## config.mk

```make
export PLATFORM = sky130hd
export DESIGN_NAME = pipe_serializer
export DESIGN_NICKNAME = d
export VERILOG_FILES = /design/src/rtl/pipe_pkg.sv /design/src/rtl/pipe_serializer.sv
export SDC_FILE = /design/constraint.sdc
export NUM_CORES = 1
export LEC_CHECK = 0
export CAP_MARGIN = 0
export CORE_ASPECT_RATIO = 0.6
export CORE_MARGIN = 4
export CORE_UTILIZATION = 55
export CTS_BUF_LIST = sky130_fd_sc_hd__clkbuf_4 sky130_fd_sc_hd__clkbuf_8
export DETAILED_ROUTE_END_ITERATION = 10
export PLACE_DENSITY = 0.95
export SLEW_MARGIN = 20
export SYNTH_ARGS = -nofsm -noshare
export SYNTH_HDL_FRONTEND = slang
export SYNTH_SLANG_ARGS = --single-unit
```

## constraint.sdc

```tcl
create_clock -name clk -period 2.1 [get_ports clk]
set_clock_uncertainty 0.1 [all_clocks]
set_input_delay 0.42 -clock clk [delete_from_list [all_inputs] [get_ports clk]]
set_output_delay 0.42 -clock clk [all_outputs]
set_load 0.01 [all_outputs]
```

## src/rtl/pipe_pkg.sv

```systemverilog
// pipe_pkg: shared types and helpers for the pipe_* stream blocks.
package pipe_pkg;
  typedef enum logic {IDLE, SEND} state_t;
  function automatic logic cnt_is(input int unsigned cnt, input int unsigned v);
    return cnt == v;
  endfunction
  function automatic logic [31:0] word_at(input logic [1023:0] bus, input int unsigned k, input int unsigned w);
    return 32'(bus >> (k * w));
  endfunction
endpackage

```

## src/rtl/pipe_serializer.sv

```systemverilog
// pipe_serializer: wide-to-narrow valid/ready serializer, LS word first, registered outputs.
module pipe_serializer
  import pipe_pkg::*;
#(
  parameter int DWIDTH = 8,
  parameter int RATIO  = 4,
  localparam int LWIDTH = $clog2(RATIO)
) (
  input  logic                     clk,
  input  logic                     rst,
  input  logic [DWIDTH*RATIO-1:0]  i_data,
  input  logic [LWIDTH-1:0]        i_len,
  input  logic                     i_valid,
  output logic                     o_ready,
  output logic [DWIDTH-1:0]        o_data,
  output logic                     o_last,
  output logic                     o_valid,
  input  logic                     i_ready
);
  localparam int WW = DWIDTH * RATIO;
  state_t state_q, state_d;
  logic [WW-1:0] sr_q, sr_d;
  logic [LWIDTH-1:0] cnt_q, cnt_d;
  logic [DWIDTH-1:0] data_q, data_d;
  logic last_q, last_d, valid_q, valid_d;
  logic word_done, load;
  assign word_done = valid_q & i_ready;
  // i_ready feeds o_ready combinationally so a new beat loads on the last word's transfer
  assign o_ready = ~rst & ((state_q == IDLE) | (word_done & last_q));
  assign load = i_valid & o_ready;
  assign o_data = data_q;
  assign o_last = last_q;
  assign o_valid = valid_q;
  always_comb begin
    state_d = state_q;
    sr_d = sr_q;
    cnt_d = cnt_q;
    data_d = data_q;
    last_d = last_q;
    valid_d = valid_q;
    if (load) begin
      data_d = i_data[DWIDTH-1:0];
      valid_d = 1'b1;
      last_d = cnt_is(32'(i_len), 0);
      sr_d = i_data >> DWIDTH;
      cnt_d = i_len;
      state_d = SEND;
    end else if (word_done & ~last_q) begin
      data_d = sr_q[DWIDTH-1:0];
      sr_d = sr_q >> DWIDTH;
      cnt_d = cnt_q - LWIDTH'(1);
      last_d = cnt_is(32'(cnt_q), 1);
    end else if (word_done) begin
      valid_d = 1'b0;
      last_d = 1'b0;
      state_d = IDLE;
    end
  end
  always_ff @(posedge clk) begin
    if (rst) begin
      state_q <= IDLE;
      sr_q <= '0;
      cnt_q <= '0;
      data_q <= '0;
      last_q <= 1'b0;
      valid_q <= 1'b0;
    end else begin
      state_q <= state_d;
      sr_q <= sr_d;
      cnt_q <= cnt_d;
      data_q <= data_d;
      last_q <= last_d;
      valid_q <= valid_d;
    end
  end
endmodule
```

# Word level (Yosys, flattened, before mapping)
# Index checks and enable logic that the tools add are counted.
# W data, S select, Z words.
# totals
regBits	36
wordCells	33
in_bits	38
# op_classes
n_eq_ne	2
n_reduce_logical	5
n_bitwise	9
n_mux	11
add_sub_neg	1
# ops
operator	n
$mux W24	2
$mux W8	2
$and A1 B1 Y1	5
$mux W1	5
$mux W2	2
$reduce_bool A2 Y1	2
$not A1 Y1	3
$reduce_bool A3 Y1	1
$eq A2 B1 Y1 const B	1
$logic_not A2 Y1	1
$ne A2 B2 Y1 const B	1
$reduce_and A2 Y1	1
$sub A2 B1 Y2 const B	1
$or A1 B1 Y1	1

# Logic depth before layout (Yosys ltp)
# depth
ltp_word	7
depth_mapped	5

# Worst setup path after synthesis
# OpenSTA, ideal clock, no wires.
# synth_timing
kind	input port to output port
from	input port rst
to	output port o_ready
required_ns	1.580
arrival_time_ns	1.078
path_slack_ns	0.502
n_path_buf	2
cell_stages	3
path_cell_list	clkbuf_1 -> clkbuf_1 -> nor2_1
# synth_between
elab_chain_cells	2
# synth_lines
item	line_no	source
from (decl)	pipe_serializer.sv:10	input logic rst,
$not A1 Y1	pipe_serializer.sv:29	assign o_ready = ~rst & ((state_q == IDLE) | (word_done & last_q));
$and A1 B1 Y1	pipe_serializer.sv:29	
to (decl)	pipe_serializer.sv:14	output logic o_ready,
# No other way between the ends.

# Final worst setup path
# layout_timing
from	input port i_ready
to	output port o_ready
# layout_between
elab_chain_cells	4
# layout_lines
item	line_no	source
from (decl)	pipe_serializer.sv:18	input logic i_ready
$and A1 B1 Y1	pipe_serializer.sv:27	assign word_done = valid_q & i_ready;
$and A1 B1 Y1	pipe_serializer.sv:29	
$or A1 B1 Y1	pipe_serializer.sv:29	
$and A1 B1 Y1	pipe_serializer.sv:29	
# No other way between the ends.

==> run_results.csv <==
group,metric,value,unit
global_route,grt_use_met3,7.88,%
synthesis,synth_largest_type_area_fraction,35.0,%
route,total_iterations_of_the_first_detailed_routing_run,6,
synthesis,async_s_r_ff_share_synth,0,%
global_route,globalRouteOverflowTotal,0,
floorplanning,num_rows,16,
synthesis,yosys.area_share.xor_xnor,0,%
flow_run,maxCapViolCount,0,
global_route,first_pass_grt_wire_length,9.56,mm
setup_path,timing.critical_path.max_delay_family,"buffers and inverters",
power,power.share.switching,27.6,%
sta,timing.final.crit_period,1930,ps
synthesis,largest_family_of_logic_cells_by_synthesized_area,"simple AND/OR/NAND/NOR gates",
worst_hold_path,hold_path_class,"reg2reg",
final_layout,area_of_combinational_cells_with_multiple_inputs,1190,um^2
floorplanning,start_util,60.2,%
power,share_comb_of_total_power,21.4,%
route,detail_route.wl_per_cell,16.7,um
place,numPortBuffers,48,
global_route,globalRouteTotalUtil,24.8,%
power,power.static_leakage,0.00101,uW
power,power.switching,459,uW
sta,rsz0062_at_grt,"no",
setup_path,crit_path_end_kind,"primary output",
synthesis,synth-compound-area-share,22.3,%
sta,max_freq,518,MHz
setup_path,crit_path_start_kind,"input pin",
synthesis,syn-num-nets,301,
route,via_count,2129,
setup_path,rr_endpoint,"sr_q[11]",
power,power_per_cell_area,617,nW/um^2
floorplanning,top_level_ports,49,
synthesis,netlist.top_cell.by_area,"sky130_fd_sc_hd__dfxtp_1",
floorplanning,die_area,4820,um^2
clock_network,buffers_inserted_during_post_cts_setup_optimization,0,
worst_hold_path,hold-path-endpoint,"o_data[4]",
synthesis,synth_top_cells_by_count,"sky130_fd_sc_hd__nand3_1, sky130_fd_sc_hd__dfxtp_1, sky130_fd_sc_hd__a31oi_1, sky130_fd_sc_hd__and3b_1, sky130_fd_sc_hd__nor2b_1",
synthesis,synth.area.top_cells,"sky130_fd_sc_hd__dfxtp_1, sky130_fd_sc_hd__nand3_1, sky130_fd_sc_hd__and3b_1, sky130_fd_sc_hd__a31oi_1, sky130_fd_sc_hd__nor2b_1",
power,power.sequential.fraction,45.6,%
sta,slew_headroom,74.7,%
synthesis,synth.most_common_cell,"sky130_fd_sc_hd__nand3_1",
sta,worstMarginPinSlew,380,ps
setup_path,critPathBufInv,2,
sta,timing.final.hold_violations,0,
synthesis,avgSynthCellArea,7.87,um^2
setup_path,crit_arrival,1410,ps
global_route,largest_net_degree_at_the_start_of_global_routing,37,
synthesis,synth_warnings,0,
setup_path,max_stage_delay,430,ps
place,dp.final_hpwl,3.89,mm
final_layout,drive_above_1_share,8.97,%
final_layout,area_growth,30.9,%
synthesis,synth_seq_area_share,35.0,%
clock_network,cts_made_buffers,5,
setup_path,critical_path_required_time,1580,ps
sta,report.final.setup_viol,0,
route,drc,0,
place,routabilityCongestion,0.786,
floorplanning,core_region_area,3420,um^2
global_route,grt-busiest-layer,"met2",
route,drt.antenna.violating_nets,0,
setup_path,reg2reg_from,"o_last",
setup_path,timing.reg2reg.worst_path_depth,5,
power,total_power,1660,uW
synthesis,synth_cell_types,28,
setup_path,worstSetupPathType,"in2out",
sta,final-max-slew-violation-count,0,
worst_hold_path,min-delay-start,"o_data[4]",
clock_network,worst_setup_hold_path_clk_slew,70,ps
route,drt-total-wl,5.79,mm
clock_network,ctsRootBufferMaster,"sky130_fd_sc_hd__clkbuf_8",
synthesis,post_synth_fa_ha_maj_area_fraction,0.607,%
route,first_iter_violations,197,
sta,timing.final.crit_share,92.0,%
synthesis,mappedNetlistArea,2060,um^2
global_route,use_met1,35.3,%
power,intPower,1210,uW
sta,total_negative_slack_for_setup_checks,0,ps
worst_hold_path,hold_depth,2,
clock_network,worstSkewPairLatency,300,ps
synthesis,synth_flop_cell,"sky130_fd_sc_hd__dfxtp_1",
setup_path,worst_path_max_delay_cell,"sky130_fd_sc_hd__clkdlybuf4s50_1",
global_route,grt_antenna_before_repair,0,
route,vias_per_cell,6.15,
clock_network,clk_path_buf_depth,2,
synthesis,synthSimpleGateAreaFrac,34.5,%
synthesis,yosys_register_bits,36,
final_layout,finish.net_count,339,
final_layout,fillerInstances,248,
global_route,first_global_vias,2001,
power,vdd.ir_drop.worst,411,uV
setup_path,critical_path.max_fanout,2,
clock_network,clock_sinks,36,
synthesis,synth_cells,262,
global_route,groute.layer.met2.usage,36.1,%
clock_network,tritoncts_clock_tree,"done",
synthesis,synth-edff-count,0,
final_layout,seqCellArea,721,um^2
setup_path,crit_chain,"clkdlybuf4s50_1 > a21boi_1 > nor2_1 > dlygate4sd2_1",
floorplanning,die_width,87.0,um
sta,worst_hold_check_slack,392,ps
power,p_clk_share,33.1,%
clock_network,htree_levels,2,
synthesis,synthMuxAreaShare,0.546,%
floorplanning,die-height,55.4,um
run_status,status,"completed",
clock_network,cts.hold.buffers_added,0,
setup_path,reg2reg_slack,450,ps
final_layout,antennaDiodeCount,0,
-- cell families (layout without fill, tap and decap cells) --
logic type	after synthesis	count (layout)
AO/OA/AOI/OAI	77	77
adder cells (fa/ha/maj)	1	1
buffers and inverters	33	72
flip-flops	36	36
multiplexers	1	1
AND/OR/NAND/NOR	114	114
-- final cells by class --
type                    count  share of cell area (%)
well taps                  45                    2.09
inverters                   2                   0.371
repair buffers             62                    23.0
flip-flops and latches     36                    26.7
multi-input cells         193                    44.2
clock buffers               8                    3.61
-- power groups by stage --
stage / clock [uW] / sequential [uW] / combinational (uW)
final: 550 / 759 / 355
after global routing: 589 / 763 / 386
after CTS: 552 / 757 / 354
after detailed placement: 0 / 772 / 352
after global placement: 0 / 770 / 343
after floorplan: 0 / 769 / 188
-- per-stage QoR --
stage / instances / util (%) / setup WS (ps) / area, um^2
floorplan: 262 / - / 502 / 2060
global placement: 338 / 76.1 / -51.6 / 2600
detailed placement: 338 / 76.1 / -86.4 / 2600
CTS: 346 / 78.9 / 165 / 2700
global route: 346 / 78.9 / 84.1 / 2700
finish: 346 / 78.9 / 168 / 2700
-- worst max-delay path by stage --
| stage | slack (ps) | cells past startpoint | start | to |
|---|---|---|---|---|
| floorplan | 500 | 3 | rst | o_ready |
| global placement | -50 | 4 | i_ready | o_ready |
| detailed placement | -90 | 4 | i_ready | o_ready |
| CTS | 160 | 4 | i_ready | o_ready |
| global route | 80 | 4 | i_ready | o_ready |
| finish | 170 | 4 | i_ready | o_ready |
-- registers in the layout, indices dropped and copies added (netlist names) --
| register | count |
|---|---|
| cnt_q | 2 |
| o_data | 8 |
| o_last | 1 |
| o_valid | 1 |
| sr_q | 24 |
-- layout by cell type (no fill, tap or decap) --
master | netlist | routed
sky130_fd_sc_hd__nand3_1 | 58 | 58
sky130_fd_sc_hd__clkdlybuf4s50_1 | 0 | 47
sky130_fd_sc_hd__dfxtp_1 | 36 | 36
sky130_fd_sc_hd__nor2b_1 | 25 | 25
sky130_fd_sc_hd__and3b_1 | 25 | 25
sky130_fd_sc_hd__a31oi_1 | 25 | 25
sky130_fd_sc_hd__o21ai_0 | 23 | 23
sky130_fd_sc_hd__a21oi_1 | 11 | 11
sky130_fd_sc_hd__buf_4 | 1 | 11
sky130_fd_sc_hd__o211ai_1 | 8 | 8
sky130_fd_sc_hd__clkbuf_8 | 0 | 6
sky130_fd_sc_hd__o21ai_1 | 3 | 3
sky130_fd_sc_hd__buf_12 | 0 | 3
sky130_fd_sc_hd__nand2b_1 | 2 | 2
sky130_fd_sc_hd__a21bo_2 | 2 | 2
sky130_fd_sc_hd__clkbuf_4 | 0 | 2
sky130_fd_sc_hd__a21boi_1 | 1 | 1
sky130_fd_sc_hd__nor2_1 | 1 | 1
sky130_fd_sc_hd__inv_1 | 1 | 1
sky130_fd_sc_hd__inv_4 | 1 | 1
sky130_fd_sc_hd__nand3b_2 | 1 | 1
sky130_fd_sc_hd__and4b_1 | 1 | 1
sky130_fd_sc_hd__a21boi_0 | 1 | 1
sky130_fd_sc_hd__o22ai_1 | 1 | 1
sky130_fd_sc_hd__or4_1 | 1 | 1
sky130_fd_sc_hd__mux2_2 | 1 | 1
sky130_fd_sc_hd__o21bai_1 | 1 | 1
sky130_fd_sc_hd__a311oi_1 | 1 | 1
sky130_fd_sc_hd__ha_1 | 1 | 1
sky130_fd_sc_hd__dlygate4sd2_1 | 0 | 1
-- what timing repair did --
action | CTS | global route
hold endpoints to repair | 0 | 0
gates resized for setup | 1 | 0
endpoints found under the setup margin | 1 | 0
-- worst register-to-register path: cells and delay by family, from the launching register on --
family | cells | cell delay (ps)
simple gates | 2 | 420
compound gates | 1 | 150
flops | 1 | 370
buf+inv | 2 | 540
-- per-layer routing --
layer / part of all wire (%) / vias to the layer above
li1: - / 1040
met5: 0 / -
met1: 46 / 989
met2: 44 / 94
met4: 0.95 / 0
met3: 9.4 / 6
(Power assumes the default switching activity.)
